<file path="config.mk">
export PLATFORM = sky130hd
export DESIGN_NAME = regfile_write_port
export DESIGN_NICKNAME = d
export VERILOG_FILES = /design/src/rtl/regfile_write_port.sv
export SDC_FILE = /design/constraint.sdc
export NUM_CORES = 1
export LEC_CHECK = 0
export CAP_MARGIN = 40
export CORE_AREA = 2 2 426 428
export CTS_BUF_LIST = sky130_fd_sc_hd__clkbuf_4 sky130_fd_sc_hd__clkbuf_8 sky130_fd_sc_hd__clkbuf_16
export DETAILED_ROUTE_END_ITERATION = 16
export DIE_AREA = 0 0 428 430
export SYNTH_ARGS = -nofsm -noshare
export SYNTH_HDL_FRONTEND = slang
export SYNTH_SLANG_ARGS = --single-unit
</file>
<file path="constraint.sdc">
create_clock -name clk -period 3.8 [get_ports clk]
set_input_delay 0.76 -clock clk [delete_from_list [all_inputs] [get_ports clk]]
set_output_delay 0.76 -clock clk [all_outputs]
set_load 0.05 [all_outputs]
</file>
<file path="src/rtl/regfile_write_port.sv">
// regfile_write_port
// Write side of the three-read-port register file: a 5-to-32 binary decoder
// driving 32 load-enabled WIDTH-bit registers whose contents feed the read
// multiplexers. Register 0 can be hardwired to zero (SPARC convention).
//
// Ports:
//   clk      in   rising-edge system clock
//   reset    in   synchronous active-high reset (clears all registers, wr_ack)
//   we       in   write enable from the write-back stage
//   waddr    in   destination register number (5 bits)
//   wdata    in   data to write (WIDTH bits)
//   wr_ack   out  registered pulse: a write was committed on the previous edge
//   dec_out  out  combinational one-hot decode of waddr gated by we
//   Q0..Q31  out  current register contents (WIDTH bits each)
module regfile_write_port #(
    parameter int WIDTH    = 32,
    parameter int NREGS    = 32,
    parameter int ZERO_REG = 1
) (
    input  logic             clk,
    input  logic             reset,
    input  logic             we,
    input  logic [4:0]       waddr,
    input  logic [WIDTH-1:0] wdata,
    output logic             wr_ack,
    output logic [31:0]      dec_out,
    output logic [WIDTH-1:0] Q0,
    output logic [WIDTH-1:0] Q1,
    output logic [WIDTH-1:0] Q2,
    output logic [WIDTH-1:0] Q3,
    output logic [WIDTH-1:0] Q4,
    output logic [WIDTH-1:0] Q5,
    output logic [WIDTH-1:0] Q6,
    output logic [WIDTH-1:0] Q7,
    output logic [WIDTH-1:0] Q8,
    output logic [WIDTH-1:0] Q9,
    output logic [WIDTH-1:0] Q10,
    output logic [WIDTH-1:0] Q11,
    output logic [WIDTH-1:0] Q12,
    output logic [WIDTH-1:0] Q13,
    output logic [WIDTH-1:0] Q14,
    output logic [WIDTH-1:0] Q15,
    output logic [WIDTH-1:0] Q16,
    output logic [WIDTH-1:0] Q17,
    output logic [WIDTH-1:0] Q18,
    output logic [WIDTH-1:0] Q19,
    output logic [WIDTH-1:0] Q20,
    output logic [WIDTH-1:0] Q21,
    output logic [WIDTH-1:0] Q22,
    output logic [WIDTH-1:0] Q23,
    output logic [WIDTH-1:0] Q24,
    output logic [WIDTH-1:0] Q25,
    output logic [WIDTH-1:0] Q26,
    output logic [WIDTH-1:0] Q27,
    output logic [WIDTH-1:0] Q28,
    output logic [WIDTH-1:0] Q29,
    output logic [WIDTH-1:0] Q30,
    output logic [WIDTH-1:0] Q31
);

    logic [WIDTH-1:0] regs [NREGS];
    logic [NREGS-1:0] ld;

    // Each decode bit is an explicit compare ANDed with we, so an unknown
    // waddr while we=0 still yields an all-zero decode and no load.
    always_comb begin
        dec_out = '0;
        for (int i = 0; i < 32; i++) begin
            dec_out[i] = we && (waddr == 5'(i));
        end
    end

    // Load enables follow the decoder, with R0 masked when it is hardwired.
    always_comb begin
        ld = dec_out[NREGS-1:0];
        if (ZERO_REG != 0) begin
            ld[0] = 1'b0;
        end
    end

    // Register bank and write acknowledge. Reset takes priority over any
    // write in the same edge. A write counts as committed exactly when some
    // load enable fired, which is why wr_ack is simply the OR of ld.
    always_ff @(posedge clk) begin
        if (reset) begin
            for (int i = 0; i < NREGS; i++) begin
                regs[i] <= '0;
            end
            wr_ack <= 1'b0;
        end else begin
            for (int i = 0; i < NREGS; i++) begin
                if (ld[i]) begin
                    regs[i] <= wdata;
                end
            end
            wr_ack <= |ld;
        end
    end

    assign Q0  = regs[0];   assign Q1  = regs[1];   assign Q2  = regs[2];   assign Q3  = regs[3];
    assign Q4  = regs[4];   assign Q5  = regs[5];   assign Q6  = regs[6];   assign Q7  = regs[7];
    assign Q8  = regs[8];   assign Q9  = regs[9];   assign Q10 = regs[10];  assign Q11 = regs[11];
    assign Q12 = regs[12];  assign Q13 = regs[13];  assign Q14 = regs[14];  assign Q15 = regs[15];
    assign Q16 = regs[16];  assign Q17 = regs[17];  assign Q18 = regs[18];  assign Q19 = regs[19];
    assign Q20 = regs[20];  assign Q21 = regs[21];  assign Q22 = regs[22];  assign Q23 = regs[23];
    assign Q24 = regs[24];  assign Q25 = regs[25];  assign Q26 = regs[26];  assign Q27 = regs[27];
    assign Q28 = regs[28];  assign Q29 = regs[29];  assign Q30 = regs[30];  assign Q31 = regs[31];

endmodule

</file>
# Word level (Yosys, flattened, before mapping)
# Memories as Yosys holds them, arrays and structs flattened.
# Index checks and enable logic that the tools add are counted.
# totals
reg_bits	1
mem_bits_rw	1024
in_bits	40
output_inout_bits	1057
word_cells	224
memories	1
# classes
n_eq_ne	31
muxes	126
n_bitwise	31
n_reduce_logical	34
# mem_list
memory	words	word_bits	read_ports	rd_ports_with_merged_regs	wr	line_no	text
regs	32	32	32	0	32	61	logic [WIDTH-1:0] regs [NREGS];
# op_table
op	n
$mux 32	31
$mux 1	95
$eq 5x5->1 const B	16
$eq 5x4->1 const B	8
$logic_and 1x1->1	32
$or 1x1->1	31
$reduce_or 31->1	1
$eq 5x3->1 const B	4
$eq 5x2->1 const B	2
$eq 5x1->1 const B	1
$logic_not 5->1	1

# Depth between registers and ports, before layout
# logic_depth
depth_word	6
mapped_depth	6
depth_no_buf	2

# Worst setup path before layout
# OpenSTA, ideal clock, no wires.
# synth_timing
path_kind	input port to flip-flop
from	input waddr[3]
to	memory regs[1][0] (netlist: regs[0][32]), enable pin
setup_time_ps	428
arrival_time_ps	3356
required_time_ps	3372
path_slack_ps	16
cell_stages	6
n_path_buf	4
path_cell_list	clkbuf_1 > or4b_1 > clkbuf_1 > buf_6 > buf_6 > o21bai_1
# synth_rtl
element	line_no	text
start: declaration	23	input logic [4:0] waddr,
end: declaration	61	

# Final worst setup path
# layout_timing
from	input we
to	output dec_out[11]
# layout_via
elab_chain_len	1
# layout_rtl
element	line_no	text
start: declaration	22	input logic we,
$logic_and 1x1->1	69	dec_out[i] = we && (waddr == 5'(i));
end: declaration	26	output logic [31:0] dec_out,
# No other way between the ends.

==> out/results.ini <==
[outcome]
outcome=complete, no violations

[run]
maxCapViolCount=0

[yosys]
synth_seq_cells=993
ys_seq_area_share_pct=85.72
avgSynthCellArea_sq_um=18.13
synth_area_sq_mm=0.03477
yosysWarnings=0
yosys.area.top_type=edfxtp_1
synth_top_area_share_pct=85.66
postSynthCellCount=1918
synthTopCellsByArea=edfxtp_1 (86%), nor3_1 (6.9%), nor3_2 (1.8%)
synthDistinctLibCells=22

[placement]
dp_hpwl_microns=117900
dpl-instance-area_sq_mm=0.05006
gp_congestion=0.8344
port_buffers=1064

[power_and_ir_drop]
p_per_area_mw_per_mm2=546.4
ir_worst_vdd_v=0.0003595
power_leakage_nw=17.42

[global_route]
grt_pass1_vias=21940
overflow=0
grt_max_degree=77
track_usage_pct=16.70
antenna_found_initial=12
grt_pass1_wl_microns=206200

[sta]
fmax_mhz=289.7
fin_crit_ns=3.452
slew_headroom_pct=48.76
finalSetupViolCount=0
finalCritPeriodShare_pct=90.84
tightest_slew_ns=0.7662
finalMaxSlewViolations=0
setup_tns_ns=0
final-hold-violation-count=0
rsz0062_at_grt=false

[routing]
via_per_inst=4.149
first_iter_violations=2264
vias=22860
ant_nets=0
routed_wl_microns=160500
drc=0
firstDrtPassIters=6
wl_per_cell_microns=29.14

[worst_setup_path]
arrival_ns=2.69
startpoint=we
path_class=input port to primary output
required_ns=3.04
crit_fanout=12
critPathLaunchType=input port
endpoint_kind=primary output

[worst_hold_path]
holdCritStartpoint=reset
hp-class=input port to register

[floorplan]
io_pins=1097
rows=156
start_util_pct=19.34
die_area_sq_mm=0.1840
die_w_microns=428
core_sq_mm=0.1798
die_y_microns=430

[clock_tree]
cts_root_buf=clkbuf_16
cts_hold_buf=0
post_cts_resized=0
htreeDepth=3
path_clk_slew_ns=0.07
post_cts_buffers=0
cts_tree=yes
cts_made_buffers=105
cts_buffer_depth=3
cts_sinks=993

[cells_and_area]
nets=3082
drive_gt1_share_pct=16.01
final_cell_area_sq_mm=0.05361
syn2layout_area_growth_pct=54.17

-- cell families (layout without fill, tap and decap cells) --
family / Yosys count / count (layout) / synth area share [%]
flops: 993 / 993 / 85.72
simple gates: 621 / 621 / 9.959
buf+inv: 271 / 1451 / 3.609
compound gates: 32 / 32 / 0.7016
other cells: 1 / 43 / 0.01078
-- registers in the layout, summed over array words and instances (netlist names) --
| name | flops |
|---|---|
| wr_ack | 1 |
| regs | 992 |
-- final timing paths --
| check | depth (start not counted) | slack, ns | end |
|---|---|---|---|
| worst max-delay path | 5 | 0.35 | dec_out[11] |
| worst min-delay path | 2 | 0.87 | regs[0][277] |
-- synthesized netlist by cell type --
library cell,n
buf_1,19
buf_2,46
buf_4,32
buf_6,8
clkbuf_1,134
conb_1,1
dfxtp_1,1
edfxtp_1,992
inv_1,32
nand2_1,1
nand2b_1,34
nand4_1,1
nand4b_1,3
nand4bb_1,3
nor2_1,32
nor2b_1,1
nor3_1,481
nor3_2,63
o21bai_1,31
o41a_1,1
or2_2,1
or4b_1,1
-- layer usage --
layer  global-route usage, %  vias to the layer above  share of wire (%)
met1                   18.11                    11700                 34
li1                        -                     9504                  -
met2                   30.39                     1395                 53
met3                   4.707                      258                8.7
met4                   6.941                        0                3.6
met5                       0                        -                  0
-- through the flow --
step	util, %	hold WS (ns)	std cells	total power [mW]	setup slack (ns)
after floorplan	-	1.067	1949	16.56	0.01615
after global placement	27.80	1.612	5302	19.01	0.2694
after detailed placement	27.84	1.617	5305	19.05	0.3006
after CTS	29.81	0.7823	5499	29.57	0.2939
after global routing	29.81	0.8306	5501	30.04	0.2597
final	29.82	0.8688	5510	29.29	0.3482
-- worst max-delay path: stages --
cell             delay (ns)
clkdlybuf4s50_1        0.62
buf_4                  0.24
nand4bb_4              0.46
nor2_1                 0.39
buf_12                 0.18
-- cells in the final DEF, fill, tap and decap left out, types with 2 or more instances in the layout --
master / count
clkbuf_16: 106
edfxtp_1: 992
nand4bb_4: 3
conb_1: 32
inv_8: 2
clkbuf_4: 19
buf_12: 81
o21bai_4: 31
clkinvlp_4: 2
clkinv_2: 21
clkdlybuf4s50_1: 1031
nand4b_1: 3
buf_16: 2
bufinv_16: 10
nand2b_2: 31
nand2b_4: 2
nor3_1: 481
nor2_1: 32
nor3_2: 63
clkinv_16: 3
clkinv_1: 20
inv_6: 3
clkinv_4: 5
buf_4: 111
inv_16: 2
diode_2: 11
inv_1: 32
-- area by class of cell --
| cell class | instances | area (sq um) |
|---|---|---|
| clock buffer | 125 | 2795 |
| fill | 17870 | 126200 |
| sequential | 993 | 29810 |
| multi-input combinational | 685 | 4332 |
| clock inverter | 69 | 734.5 |
| inverter | 32 | 120.1 |
| antenna | 11 | 27.53 |
| tap | 2370 | 2965 |
| timing repair buffer | 1225 | 12830 |
-- report_power, final --
group	leakage (nW)	internal [mW]	total (mW)	switching, mW
clock	1.76	5.99	10.5	4.56
sequential	9.53	12.8	13.1	0.224
combinational	6.14	1.47	5.68	4.22
(Power assumes the default switching activity.)
